### src/rtl/video_timing_gen.sv
// rtl/video_timing_gen.sv - raster timing source with pixel enable, blanking, sync and coordinates
//
// Ports:
//   clk         system clock
//   reset_n     asynchronous active-low reset
//   run         1 = generate timing, 0 = hold in reset state (synchronous)
//   pix_ce      one-clk pulse in the first cycle of each pixel
//   hblank      horizontal blanking
//   vblank      vertical blanking
//   hs, vs      sync outputs, active level HS_ACT / VS_ACT
//   de          data enable (!hblank && !vblank)
//   hcount      current pixel x
//   vcount      current line y
//   line_start  hcount == 0
//   frame_start hcount == 0 && vcount == 0
module video_timing_gen #(
    parameter int   CE_DIV   = 4,
    parameter int   H_ACTIVE = 256,
    parameter int   H_FP     = 16,
    parameter int   H_SYNC   = 32,
    parameter int   H_BP     = 16,
    parameter int   V_ACTIVE = 224,
    parameter int   V_FP     = 8,
    parameter int   V_SYNC   = 3,
    parameter int   V_BP     = 27,
    parameter logic HS_ACT   = 1'b0,
    parameter logic VS_ACT   = 1'b0,
    parameter int   HCNT_W   = 11,
    parameter int   VCNT_W   = 10
) (
    input  logic              clk,
    input  logic              reset_n,
    input  logic              run,
    output logic              pix_ce,
    output logic              hblank,
    output logic              vblank,
    output logic              hs,
    output logic              vs,
    output logic              de,
    output logic [HCNT_W-1:0] hcount,
    output logic [VCNT_W-1:0] vcount,
    output logic              line_start,
    output logic              frame_start
);

    localparam int H_TOTAL = H_ACTIVE + H_FP + H_SYNC + H_BP;
    localparam int V_TOTAL = V_ACTIVE + V_FP + V_SYNC + V_BP;
    localparam int DIV_W   = (CE_DIV > 1) ? $clog2(CE_DIV) : 1;

    localparam logic [DIV_W-1:0]  DIV_LAST = DIV_W'(CE_DIV - 1);
    localparam logic [HCNT_W-1:0] H_LAST   = HCNT_W'(H_TOTAL - 1);
    localparam logic [VCNT_W-1:0] V_LAST   = VCNT_W'(V_TOTAL - 1);
    localparam logic [HCNT_W-1:0] H_BLANK  = HCNT_W'(H_ACTIVE);
    localparam logic [HCNT_W-1:0] HS_START = HCNT_W'(H_ACTIVE + H_FP);
    localparam logic [HCNT_W-1:0] HS_END   = HCNT_W'(H_ACTIVE + H_FP + H_SYNC);
    localparam logic [VCNT_W-1:0] V_BLANK  = VCNT_W'(V_ACTIVE);
    localparam logic [VCNT_W-1:0] VS_START = VCNT_W'(V_ACTIVE + V_FP);
    localparam logic [VCNT_W-1:0] VS_END   = VCNT_W'(V_ACTIVE + V_FP + V_SYNC);

    logic [DIV_W-1:0]  div_cnt;
    logic              tick;
    logic [HCNT_W-1:0] h_next;
    logic [VCNT_W-1:0] v_next;
    logic              hb_next;
    logic              vb_next;
    logic              hs_on;
    logic              vs_on;

    assign tick = (div_cnt == DIV_LAST);

    // Next raster position; every registered output is decoded from it so the
    // whole set moves together on the tick edge.
    always_comb begin
        h_next = hcount + HCNT_W'(1);
        v_next = vcount;
        if (hcount == H_LAST) begin
            h_next = '0;
            v_next = (vcount == V_LAST) ? '0 : vcount + VCNT_W'(1);
        end
    end

    assign hb_next = (h_next >= H_BLANK);
    assign vb_next = (v_next >= V_BLANK);
    assign hs_on   = (h_next >= HS_START) && (h_next < HS_END);
    assign vs_on   = (v_next >= VS_START) && (v_next < VS_END);

    always_ff @(posedge clk or negedge reset_n) begin
        if (!reset_n) begin
            div_cnt     <= '0;
            pix_ce      <= 1'b0;
            hcount      <= H_LAST;
            vcount      <= V_LAST;
            hblank      <= 1'b1;
            vblank      <= 1'b1;
            hs          <= ~HS_ACT;
            vs          <= ~VS_ACT;
            de          <= 1'b0;
            line_start  <= 1'b0;
            frame_start <= 1'b0;
        end else if (!run) begin
            div_cnt     <= '0;
            pix_ce      <= 1'b0;
            hcount      <= H_LAST;
            vcount      <= V_LAST;
            hblank      <= 1'b1;
            vblank      <= 1'b1;
            hs          <= ~HS_ACT;
            vs          <= ~VS_ACT;
            de          <= 1'b0;
            line_start  <= 1'b0;
            frame_start <= 1'b0;
        end else begin
            pix_ce  <= tick;
            div_cnt <= tick ? '0 : div_cnt + DIV_W'(1);
            if (tick) begin
                hcount      <= h_next;
                vcount      <= v_next;
                hblank      <= hb_next;
                vblank      <= vb_next;
                hs          <= hs_on ? HS_ACT : ~HS_ACT;
                de          <= !hb_next && !vb_next;
                line_start  <= (h_next == '0);
                frame_start <= (h_next == '0) && (v_next == '0);
                // vertical sync edges are aligned to the start of a line
                if (h_next == '0) begin
                    vs <= vs_on ? VS_ACT : ~VS_ACT;
                end
            end
        end
    end

endmodule

### config.mk
export PLATFORM = sky130hd
export DESIGN_NAME = video_timing_gen
export DESIGN_NICKNAME = d
export VERILOG_FILES = /design/src/rtl/video_timing_gen.sv
export SDC_FILE = /design/constraint.sdc
export NUM_CORES = 1
export LEC_CHECK = 0
export ABC_AREA = 1
export CAP_MARGIN = 20
export CORE_UTILIZATION = 33
export CTS_CLUSTER_DIAMETER = 200
export DETAILED_ROUTE_END_ITERATION = 6
export PLACE_DENSITY_LB_ADDON = 0.25
export SYNTH_ARGS = -nofsm -noshare
export SYNTH_HDL_FRONTEND = slang
export SYNTH_SLANG_ARGS = --single-unit
### constraint.sdc
create_clock -name clk -period 3.5 [get_ports clk]
set_input_delay 0.35 -clock clk [delete_from_list [all_inputs] [get_ports clk]]
set_output_delay 0.35 -clock clk [all_outputs]
set_load 0.1 [all_outputs]
==> results of run 1 <==
==> sequential cells by signal (all words and copies together), names as in the netlist <==
signal and cells:
hcount 11, pix_ce 1, de 1, frame_start 1, hblank 1, div_cnt 2
line_start 1, vblank 1, vcount 10, vs 1, hs 1
==> Yosys cell counts (all sizes together) <==
library cell | instances | area [um^2]
dfstp | 14 | 368
inv | 40 | 150
ha | 4 | 50.1
nand4 | 7 | 43.8
o21ai | 11 | 62.6
nand2 | 102 | 395
a22oi | 4 | 30.0
o22ai | 11 | 68.8
nand3 | 29 | 150
dfrtp | 17 | 425
buf | 1 | 7.51
o211ai | 1 | 7.51
clkbuf | 4 | 15.0
o21a | 1 | 7.51
nand3b | 3 | 22.5
nor3 | 4 | 25.0
a31oi | 1 | 6.26
nor2 | 45 | 221
o22a | 1 | 8.76
xor2 | 1 | 8.76
==> cell type report <==
class	instances	area, um^2	area share, %
repair buffers	32	318	12.2
well taps	75	93.8	3.61
clock inverters	2	60.1	2.31
multi-input cells	225	1110	42.7
clock buffers	6	72.6	2.80
inverters	40	150	5.78
flip-flops and latches	31	793	30.6
==> report_power, final <==
part / switching [mW] / internal [mW] / total [mW]
Combinational: 0.216 / 0.0797 / 0.296
Sequential: 0.0144 / 0.376 / 0.390
Clock: 0.143 / 0.285 / 0.427
==> layer usage <==
| layer | track usage, % | part of all wire [%] | vias to the layer above |
|---|---|---|---|
| li1 | - | - | 1044 |
| met1 | 25.1 | 49 | 914 |
| met2 | 28.4 | 45 | 49 |
| met3 | 3.37 | 4.9 | 4 |
| met4 | 5.89 | 1.0 | 0 |
| met5 | 0 | 0 | - |
==> worst min-delay path by stage <==
stage                          from                   end  slack, ns  cells past startpoint
5_1_grt        div_cnt[0]$_DFF_PN0_  div_cnt[0]$_DFF_PN0_       0.47                      1
4_1_cts        div_cnt[0]$_DFF_PN0_  div_cnt[0]$_DFF_PN0_       0.44                      1
3_5_place_dp   div_cnt[0]$_DFF_PN0_  div_cnt[0]$_DFF_PN0_       0.43                      1
3_3_place_gp   div_cnt[0]$_DFF_PN0_  div_cnt[0]$_DFF_PN0_       0.43                      1
2_1_floorplan               reset_n        de$_DFFE_PN0P_       0.05                      0
6_report       div_cnt[0]$_DFF_PN0_  div_cnt[0]$_DFF_PN0_       0.43                      1
==> cell families after synthesis <==
| group | count (synthesis) | synth area share (%) |
|---|---|---|
| flip-flops | 31 | 38.2 |
| AO/OA/AOI/OAI | 30 | 9.23 |
| XOR/XNOR | 1 | 0.422 |
| AND/OR/NAND/NOR | 190 | 41.4 |
| buffers and inverters | 45 | 8.32 |
| adder cells (fa/ha/maj) | 4 | 2.41 |
==> stage by stage <==
| stage | hold slack, ns | cell area, um^2 | total power [mW] | setup WS, ns | instances |
|---|---|---|---|---|---|
| after CTS | 0.438 | 2600 | 1.12 | 1.08 | 411 |
| after floorplan | 0.0544 | 2070 | 0.623 | 1.20 | 301 |
| final | 0.435 | 2600 | 1.11 | 1.09 | 411 |
| after detailed placement | 0.427 | 2460 | 0.693 | 1.16 | 403 |
| after global placement | 0.432 | 2460 | 0.694 | 1.27 | 403 |
| after global routing | 0.472 | 2600 | 1.17 | 1.04 | 411 |
==> summary.md, run 1 <==
### Timing
- **final hold violation count** 0
- **slew at the pin closest to its max-slew limit** 0.977 ns
- **unrepaired setup endpoints after global routing** false
- **final worst clock skew** 0.00548 ns
- **max_slew headroom** 34.6%
- **count of endpoints failing setup in the final report** 0
- **share of the cycle needed by the critical path after routing** 68.9%
- **setup TNS** 0 ns
- **count of final max-slew check failures** 0
- **minimum clock period after layout** 2.41 ns
- **Peak Freq** 415 MHz

### Yosys
- **flops & latches, synth** 31
- **Syn. warnings** 0
- **average cell area after synthesis** 6.89 um^2
- **synthesized instance count** 301
- **post-synthesis cell area** 2070 um^2
- **register area share after synthesis** 38.2%
- **unique cell type count in the Yosys netlist** 29
- **Post-Synthesis Net Count** 308

### Setup path
- **data required time of the worst path** 3.15 ns
- **nature of the critical path startpoint** flip-flop
- **slowest stage cell, crit path** clkdlybuf4s50_1
- **Worst Setup End Kind** output pin
- **register-to-register setup slack** 1.34 ns
- **start-to-end type of the worst setup path** flip-flop to output pin
- **crit path capture** hcount[2]
- **CP max FO** 9
- **combined buffer and inverter count along the critical path** 1
- **cells along the critical path** clkdlybuf4s50_1
- **endpoint of the lowest-slack register-to-register path** vs$_DFFE_PN1P_
- **Worst path max stage delay** 1.16 ns
- **number of cells on the worst reg-to-reg path** 12
- **worst setup path startpoint** hcount[2]$_DFFE_PN1P_
- **dominant delay contributor by cell family on the critical path** buffers and inverters
- **reg-to-reg startpoint** hcount[0]$_DFFE_PN1P_
- **depth of the critical timing path with buffers and inverters included** 1
- **Arrival @ worst endpoint** 2.06 ns

### Floorplanning
- **placeable core region** 5990 um^2
- **Vert. Die Dim** 81.3 um
- **Cell Rows** 28
- **I/O pin total** 32
- **die area** 6610 um^2
- **Die X-Extent** 81.3 um
- **starting utilization of the core area** 34.6%

### Cells and area
- **utilization after layout** 43.3%
- **most common library cell in the layout ignoring fill and taps** nand2_1
- **final antenna diode count** 0
- **# nets final** 342
- **count of fill cells added during filler insertion** 624
- **Area Growth Syn to Fin** 25.2%
- **commonest cells after routing, fill and taps aside** nand2_1 (97), inv_1 (38), nor2_1 (37)
- **share of layout cells above drive strength 1** 12.2%

### Clock tree
- **number of cells upsized or downsized after cts** 0
- **clock tree sinks** 31
- **clock tree from TritonCTS** built
- **post-CTS setup-driven buffer insertion count** 0
- **root buf cell** clkbuf_8
- **H-Tree Level Count** 2
- **deepest clock path buffer count** 2
- **clk_lat worst skew** 0.29 ns
- **clock buffers created by TritonCTS** 5
- **clock transition at the register clock pins on the worst setup and hold paths after CTS** 0.07 ns
- **hold-fix buffers at CTS** 0

### Routing
- **iteration-0 DRC count of the detailed router** 130
- **number of nets with antenna violations after detailed routing** 0
- **mean number of vias per cell** 4.89
- **wirelength, routed** 5390 um
- **via total after detailed routing** 2011
- **remaining design rule violation count** 0
- **count of TritonRoute iterations in the first routing pass** 4
- **Routed WL per cell** 13.1 um

### Place
- **Buffers on Ports** 31
- **gp weighted congestion** 0.856
- **detailed placement HPWL** 4060 um

### Global routing
- **largest net degree at the start of global routing** 32
- **total grt overflow** 0
- **global-route wire length before repair** 9050 um
- **gr usage total** 18.2%
- **vias in the first global route** 1871
- **antenna violations before repair** 0

### Power
- **power density relative to cell area** 429 nW/um^2
- **worst vdd ir** 0.385 mV
- **Leakage** 1.29 nW

### Job
- **Max Cap Violations** 0

### Run status
- **outcome** completed

### Worst hold path
- **class of the most critical hold timing path** flip-flop to flip-flop

(Power assumes the default switching activity.)
==> inputs of run 2 (changes only) <==
==> constraint.sdc (replaced) <==
create_clock -name clk -period 2.08 [get_ports clk]
set_input_delay 0.208 -clock clk [delete_from_list [all_inputs] [get_ports clk]]
set_output_delay 0.208 -clock clk [all_outputs]
set_load 0.1 [all_outputs]
==> run 2 against run 1 <==
Design area rose by 4.4%. Global-route usage rose by 1.2 points. Register-to-register slack got worse by 1.3 ns. Utilization rose by 1.9 points. Via count rose by 5.1%. Clock skew rose by 0.0036 ns. Critical endpoint is now frame_start$_DFFE_PN0P_. Largest power group is now registers. Highest routed layer unchanged.
==> summary.md, run 2 (synthesis results as in run 1) <==
### Clock tree
- **clock tree sinks** 31, unchanged
- **clock tree from TritonCTS** built, unchanged
- **clock transition at the register clock pins on the worst setup and hold paths after CTS** 0.07 ns, about the same
- **root buf cell** clkbuf_8, unchanged
- **hold-fix buffers at CTS** 0, unchanged
- **H-Tree Level Count** 2, unchanged
- **clock buffers created by TritonCTS** 5, unchanged
- **deepest clock path buffer count** 2, unchanged
- **clk_lat worst skew** 0.29 ns, about the same

### Global routing
- **gr usage total** 19.4%, was 18.2%
- **global-route wire length before repair** 9540 um, was 9050 um
- **largest net degree at the start of global routing** 32, unchanged
- **vias in the first global route** 1906, was 1871
- **antenna violations before repair** 0, unchanged
- **total grt overflow** 0, unchanged

### Routing
- **met2 WL post-DR** 2610 um, was 2430 um
- **mean number of vias per cell** 4.95, was 4.89
- **number of nets with antenna violations after detailed routing** 0, unchanged
- **DR WL met3** 327 um, was 265 um
- **via total after detailed routing** 2114, was 2011
- **wirelength, routed** 5770 um, was 5390 um
- **top routing layer used** met4, unchanged
- **iteration-0 DRC count of the detailed router** 203, was 130
- **count of TritonRoute iterations in the first routing pass** 4, unchanged
- **detailed-routing wirelength on met1** 2740 um, was 2640 um
- **Routed WL per cell** 13.5 um, was 13.1 um
- **remaining design rule violation count** 0, unchanged

### Setup path
- **number of cells on the worst reg-to-reg path** 11, was 12
- **Worst Setup End Kind** flip-flop, was output pin
- **CP dominant cell by count** nand2_2
- **reg-to-reg startpoint** hcount[0]$_DFFE_PN1P_, unchanged
- **Arrival @ worst endpoint** 2.27 ns, was 2.06 ns
- **CP max FO** 7, was 9
- **nature of the critical path startpoint** flip-flop, unchanged
- **start-to-end type of the worst setup path** flip-flop to flip-flop, was flip-flop to output pin
- **cells along the critical path** ha_4 > nand2_4 > nor2_8 > nand2_2 > nor2_4 > nand2_2 > nand2_2 > nand2_1 > nor2_2 > nand3_1 > o21ai_2, was clkdlybuf4s50_1
- **data required time of the worst path** 2.30 ns, was 3.15 ns
- **Worst path max stage delay** 0.64 ns, was 1.16 ns
- **worst setup path startpoint** hcount[0]$_DFFE_PN1P_, was hcount[2]$_DFFE_PN1P_
- **slowest stage cell, crit path** dfstp_4, was clkdlybuf4s50_1

### Cells and area
- **share of layout cells above drive strength 1** 30.4%, was 12.2%
- **final antenna diode count** 0, unchanged
- **filler-free cell count of the finished design** 427, was 411
- **Most flops, register** hcount, unchanged
- **count of fill cells added during filler insertion** 620, was 624
- **commonest cells after routing, fill and taps aside** nand2_1 (89), buf_4 (46), inv_1 (38), was nand2_1 (97), inv_1 (38), nor2_1 (37)
- **flip-flop count of the largest register after layout** 11, unchanged
- **# nets final** 358, was 342
- **total non-filler cell area in the finished layout** 2710 um^2, was 2600 um^2
- **Area Growth Syn to Fin** 30.6%, was 25.2%
- **most common library cell in the layout ignoring fill and taps** nand2_1, unchanged
- **largest registers ranked by flip-flop count** hcount: 11 flops, vcount: 10 flops, div_cnt: 2 flops, unchanged

### Place
- **gp weighted congestion** 0.883, was 0.856
- **Buffers on Ports** 31, unchanged
- **placement-stage cell area** 2520 um^2, was 2460 um^2
- **post-placement setup slack** -0.0131 ns, was 1.16 ns
- **detailed placement HPWL** 4330 um, was 4060 um
- **number of instances in the placed design** 415, was 403

### Floorplanning
- **Cell Rows** 28, unchanged
- **die area** 6610 um^2, unchanged
- **Die X-Extent** 81.3 um, unchanged
- **placeable core region** 5990 um^2, unchanged
- **Vert. Die Dim** 81.3 um, unchanged
- **I/O pin total** 32, unchanged
- **starting utilization of the core area** 34.6%, unchanged

### Timing
- **count of endpoints failing setup in the final report** 0, unchanged
- **unrepaired setup endpoints after global routing** true, was false
- **share of the cycle needed by the critical path after routing** 98.5%
- **final critical-path setup slack** 0.0316 ns, was 1.09 ns
- **final worst clock skew** 0.00905 ns, was 0.00548 ns
- **minimum clock period after layout** 2.05 ns
- **Peak Freq** 488 MHz
- **count of final max-slew check failures** 0, unchanged
- **slew at the pin closest to its max-slew limit** 0.769 ns, was 0.977 ns
- **max_slew headroom** 48.7%, was 34.6%
- **final hold violation count** 0, unchanged

### Run status
- **outcome** completed, unchanged

### Power
- **power density relative to cell area** 642 nW/um^2, was 429 nW/um^2
- **worst vdd ir** 0.352 mV, was 0.385 mV
- **Leakage** 1.38 nW, was 1.29 nW

### Job
- **Max Cap Violations** 0, unchanged

### Worst hold path
- **class of the most critical hold timing path** input pin to asynchronous set/reset pin, was flip-flop to flip-flop

==> run 2: cell types whose count changed in the layout (fill, tap and decap cells not counted), sizes merged <==
cell	change
buf	+45
clkdlybuf4s50	-29
bufinv	-2
clkbuf	+1
clkinv	+1
==> run 2: routing by layer <==
layer	track usage [%]	vias up
met1	27.3	965
met5	0	-
met2	29.5	67
li1	-	1074
met3	3.37	8
met4	6.96	0
==> run 2: critical path: cells and delay by family (launching register included) <==
family	cells	cell delay [ns]
compound gates	1	0.12
fa+ha+maj	1	0.17
flops	1	0.64
simple gates	9	1.03
==> run 2: final timing paths <==
kind	end	slack [ns]
worst max-delay path	frame_start$_DFFE_PN0P_	0.03
max in group asynchronous	vcount[8]$_DFFE_PN1P_	1.44
worst min-delay path	hcount[9]$_DFFE_PN0P_	0.31
worst min register to register	div_cnt[0]$_DFF_PN0_	0.44
min in group clk	div_cnt[0]$_DFF_PN0_	0.44
worst max register to register	frame_start$_DFFE_PN0P_	0.03
==> run 2: timing repair <==
| item | in CTS | in global routing |
|---|---|---|
| pin swaps | 1 | 9 |
| endpoints found under the setup margin | 1 | 5 |
| resized for setup | 1 | 20 |
| setup buffers | 0 | 4 |
==> run 2: cell type report <==
class	count	area, um^2	share of cell area, %
tap	75	93.8	3.46
clock buffer	7	86.3	3.19
clock inverter	1	5.00	0.185
timing repair buffer	48	365	13.5
sequential	31	817	30.1
multi-input combinational	225	1190	44.0
inverter	40	150	5.54
==> run 2: metrics by stage <==
| step | setup TNS (ns) | power, mW | hold WS, ns | util, % |
|---|---|---|---|---|
| 3_3_place_gp | 0 | 1.19 | 0.433 | 42.0 |
| 4_1_cts | 0 | 1.70 | 0.326 | 43.6 |
| 6_report | 0 | 1.74 | 0.307 | 45.2 |
| 5_1_grt | -0.283 | 1.83 | 0.361 | 45.2 |
| 2_1_floorplan | -0.000334 | 1.06 | -0.0876 | - |
| 3_5_place_dp | -0.0131 | 1.19 | 0.439 | 42.0 |
==> run 2: where the power goes <==
group	internal (mW)	switching [mW]	total (mW)
sequential	0.635	0.0233	0.658
clock	0.267	0.237	0.504
combinational	0.179	0.398	0.577
==> inputs of run 3 (changes only) <==
--- a/config.mk
+++ b/config.mk
@@ -6,7 +6,6 @@
 export NUM_CORES = 1
 export LEC_CHECK = 0
 export ABC_AREA = 1
-export CAP_MARGIN = 20
 export CORE_UTILIZATION = 33
 export CTS_CLUSTER_DIAMETER = 200
 export DETAILED_ROUTE_END_ITERATION = 6
==> constraint.sdc (replaced) <==
create_clock -name clk -period 1.8 [get_ports clk]
set_input_delay 0.18 -clock clk [delete_from_list [all_inputs] [get_ports clk]]
set_output_delay 0.18 -clock clk [all_outputs]
set_load 0.1 [all_outputs]
==> run 3 against run 2 <==
The flow now finishes with violations (setup timing). Cell count grew 9.4%. Clock skew grew 0.0053 ns. Setup slack lost 0.19 ns. Fmax grew 4.9%. Utilization increased by 11 points. Via count rose by 11%. Critical path type unchanged. Critical endpoint is now vs$_DFFE_PN1P_. Largest power group is now combinational cells.
==> summary.md, run 3 (synthesis results as in run 1) <==
### Run status
- **outcome** finished, violations left, was completed
- **failing checks** setup timing

### Clock tree
- **root buf cell** clkbuf_8, unchanged
- **clock tree sinks** 31, unchanged
- **hold-fix buffers at CTS** 0, unchanged
- **clock tree from TritonCTS** built, unchanged
- **clk_lat worst skew** 0.29 ns, about the same
- **clock buffers created by TritonCTS** 5, unchanged
- **deepest clock path buffer count** 2, unchanged
- **clock transition at the register clock pins on the worst setup and hold paths after CTS** 0.08 ns, was 0.07 ns
- **H-Tree Level Count** 2, unchanged

### Setup path
- **Worst Setup End Kind** flip-flop, unchanged
- **start-to-end type of the worst setup path** flip-flop to flip-flop, unchanged
- **worst setup path startpoint** hcount[0]$_DFFE_PN1P_, unchanged
- **data required time of the worst path** 2.02 ns, was 2.30 ns
- **register-to-register setup slack** -0.15 ns, was 0.03 ns
- **CP max FO** 8, was 7
- **Arrival @ worst endpoint** 2.18 ns, was 2.27 ns
- **number of cells on the worst reg-to-reg path** 14, was 11
- **nature of the critical path startpoint** flip-flop, unchanged
- **reg-to-reg startpoint** hcount[0]$_DFFE_PN1P_, unchanged
- **endpoint of the lowest-slack register-to-register path** vs$_DFFE_PN1P_, was frame_start$_DFFE_PN0P_

### Routing
- **wirelength, routed** 6590 um, was 5770 um
- **mean number of vias per cell** 5.03, was 4.95
- **count of TritonRoute iterations in the first routing pass** 4, unchanged
- **iteration-0 DRC count of the detailed router** 163, was 203
- **Routed WL per cell** 14.1 um, was 13.5 um
- **number of nets with antenna violations after detailed routing** 0, unchanged
- **remaining design rule violation count** 0, unchanged
- **via total after detailed routing** 2351, was 2114

### Power
- **part of the total power dissipated in the clock network** 27.5%, was 29.0%
- **power density relative to cell area** 679 nW/um^2, was 642 nW/um^2
- **reported net switching power** 0.856 mW, was 0.658 mW
- **proportion of total power due to net switching** 37.1%, was 37.8%
- **combinational group share of total power** 39.4%, was 33.2%
- **internal cell power** 1.45 mW, was 1.08 mW
- **register share of total power** 33.2%, was 37.9%
- **worst vdd ir** 0.438 mV, was 0.352 mV
- **Leakage** 1.67 nW, was 1.38 nW

### Floorplanning
- **Die X-Extent** 81.3 um, unchanged
- **placeable core region** 5990 um^2, unchanged
- **die area** 6610 um^2, unchanged
- **Vert. Die Dim** 81.3 um, unchanged
- **I/O pin total** 32, unchanged
- **Cell Rows** 28, unchanged
- **starting utilization of the core area** 34.6%, unchanged

### Cells and area
- **Area Growth Syn to Fin** 63.7%, was 30.6%
- **commonest cells after routing, fill and taps aside** nand2_1 (82), buf_4 (68), inv_1 (36), was nand2_1 (89), buf_4 (46), inv_1 (38)
- **flip-flop count of the largest register after layout** 11, unchanged
- **# nets final** 398, was 358
- **total non-filler cell area in the finished layout** 3400 um^2, was 2710 um^2
- **final antenna diode count** 0, unchanged
- **utilization after layout** 56.7%, was 45.2%
- **share of layout cells above drive strength 1** 46.4%, was 30.4%
- **most common library cell in the layout ignoring fill and taps** nand2_1, unchanged
- **largest registers ranked by flip-flop count** hcount: 11 flops, vcount: 10 flops, div_cnt: 2 flops, unchanged
- **Most flops, register** hcount, unchanged

### Global routing
- **gr usage total** 21.5%, was 19.4%
- **global-route wire length before repair** 10600 um, was 9540 um
- **total grt overflow** 0, unchanged
- **antenna violations before repair** 0, unchanged
- **vias in the first global route** 2169, was 1906
- **largest net degree at the start of global routing** 32, unchanged

### Timing
- **slew at the pin closest to its max-slew limit** 0.407 ns, was 0.769 ns
- **final worst clock skew** 0.0143 ns, was 0.00905 ns
- **share of the cycle needed by the critical path after routing** 109%, was 98.5%
- **unrepaired setup endpoints after global routing** true, unchanged
- **Peak Freq** 512 MHz, was 488 MHz
- **final hold violation count** 0, unchanged
- **final critical-path setup slack** -0.153 ns, was 0.0316 ns
- **Hold Worst Slack** 0.276 ns, was 0.307 ns
- **max_slew headroom** 72.9%, was 48.7%
- **count of endpoints failing setup in the final report** 11, was 0
- **count of final max-slew check failures** 0, unchanged
- **minimum clock period after layout** 1.95 ns, was 2.05 ns

### Place
- **Buffers on Ports** 31, unchanged
- **placement-stage cell area** 3050 um^2, was 2520 um^2
- **post-placement setup slack** -0.231 ns, was -0.0131 ns
- **detailed placement HPWL** 4910 um, was 4330 um
- **gp weighted congestion** 0.926, was 0.883

### Worst hold path
- **class of the most critical hold timing path** input pin to asynchronous set/reset pin, unchanged

### Job
- **Max Cap Violations** 0, unchanged

==> run 3: worst max-delay path by stage <==
stage | end | slack [ns] | cells past startpoint
global route | vs$_DFFE_PN1P_ | -0.29 | 14
floorplan | vs$_DFFE_PN1P_ | -0.22 | 11
finish | vs$_DFFE_PN1P_ | -0.15 | 14
global placement | frame_start$_DFFE_PN0P_ | -0.21 | 11
detailed placement | frame_start$_DFFE_PN0P_ | -0.23 | 11
CTS | de$_DFFE_PN0P_ | -0.16 | 11
==> run 3: area by class of cell <==
type                       instances  area (um^2)
clock buffer                       8          100
fill                             556         2590
inverter                          40          150
multi-input combinational        225         1350
sequential                        31          833
tap                               75         93.8
timing repair buffer              88          873
==> run 3: repair_timing <==
item	CTS	global route
gates resized for setup	28	23
endpoints found under the hold margin	0	0
pin swaps	19	18
buffers inserted	6	3
endpoints found under the setup margin	12	17
==> run 3: power groups by stage <==
stage / sequential (mW) / clock (mW) / combinational [mW]
after global routing: 0.768 / 0.684 / 0.976
after CTS: 0.764 / 0.656 / 0.872
after detailed placement: 0.776 / 0 / 0.777
after global placement: 0.776 / 0 / 0.771
final: 0.765 / 0.633 / 0.907
after floorplan: 0.905 / 0 / 0.338
==> run 3: stage by stage <==
step                TNS [ns]  power, mW  std cells
finish                -0.633       2.31        467
global route           -1.90       2.43        467
CTS                   -0.754       2.29        466
detailed placement    -0.976       1.55        452
global placement      -0.878       1.55        452
floorplan              -1.08       1.24        301
==> run 3: critical path, stage by stage, from the launching register on <==
cell and delay [ns]:
dfstp_4 0.63, ha_4 0.17, nand2_4 0.07, nor2_8 0.14, nand2_4 0.09, nor2_8 0.18, nand2_2 0.08, nand2_2 0.06
nand2_2 0.07, inv_2 0.06, nand2_2 0.06, nor2_2 0.07, nand3_1 0.07, nor2_1 0.09, nor2_1 0.05
==> run 3: metal layers <==
layer	routed length, um	vias to the layer above	global-route usage, %
met4	119	0	6.96
met2	2940	71	31.6
li1	-	1156	-
met5	0	-	0
met3	456	16	5.73
met1	3070	1108	30.3
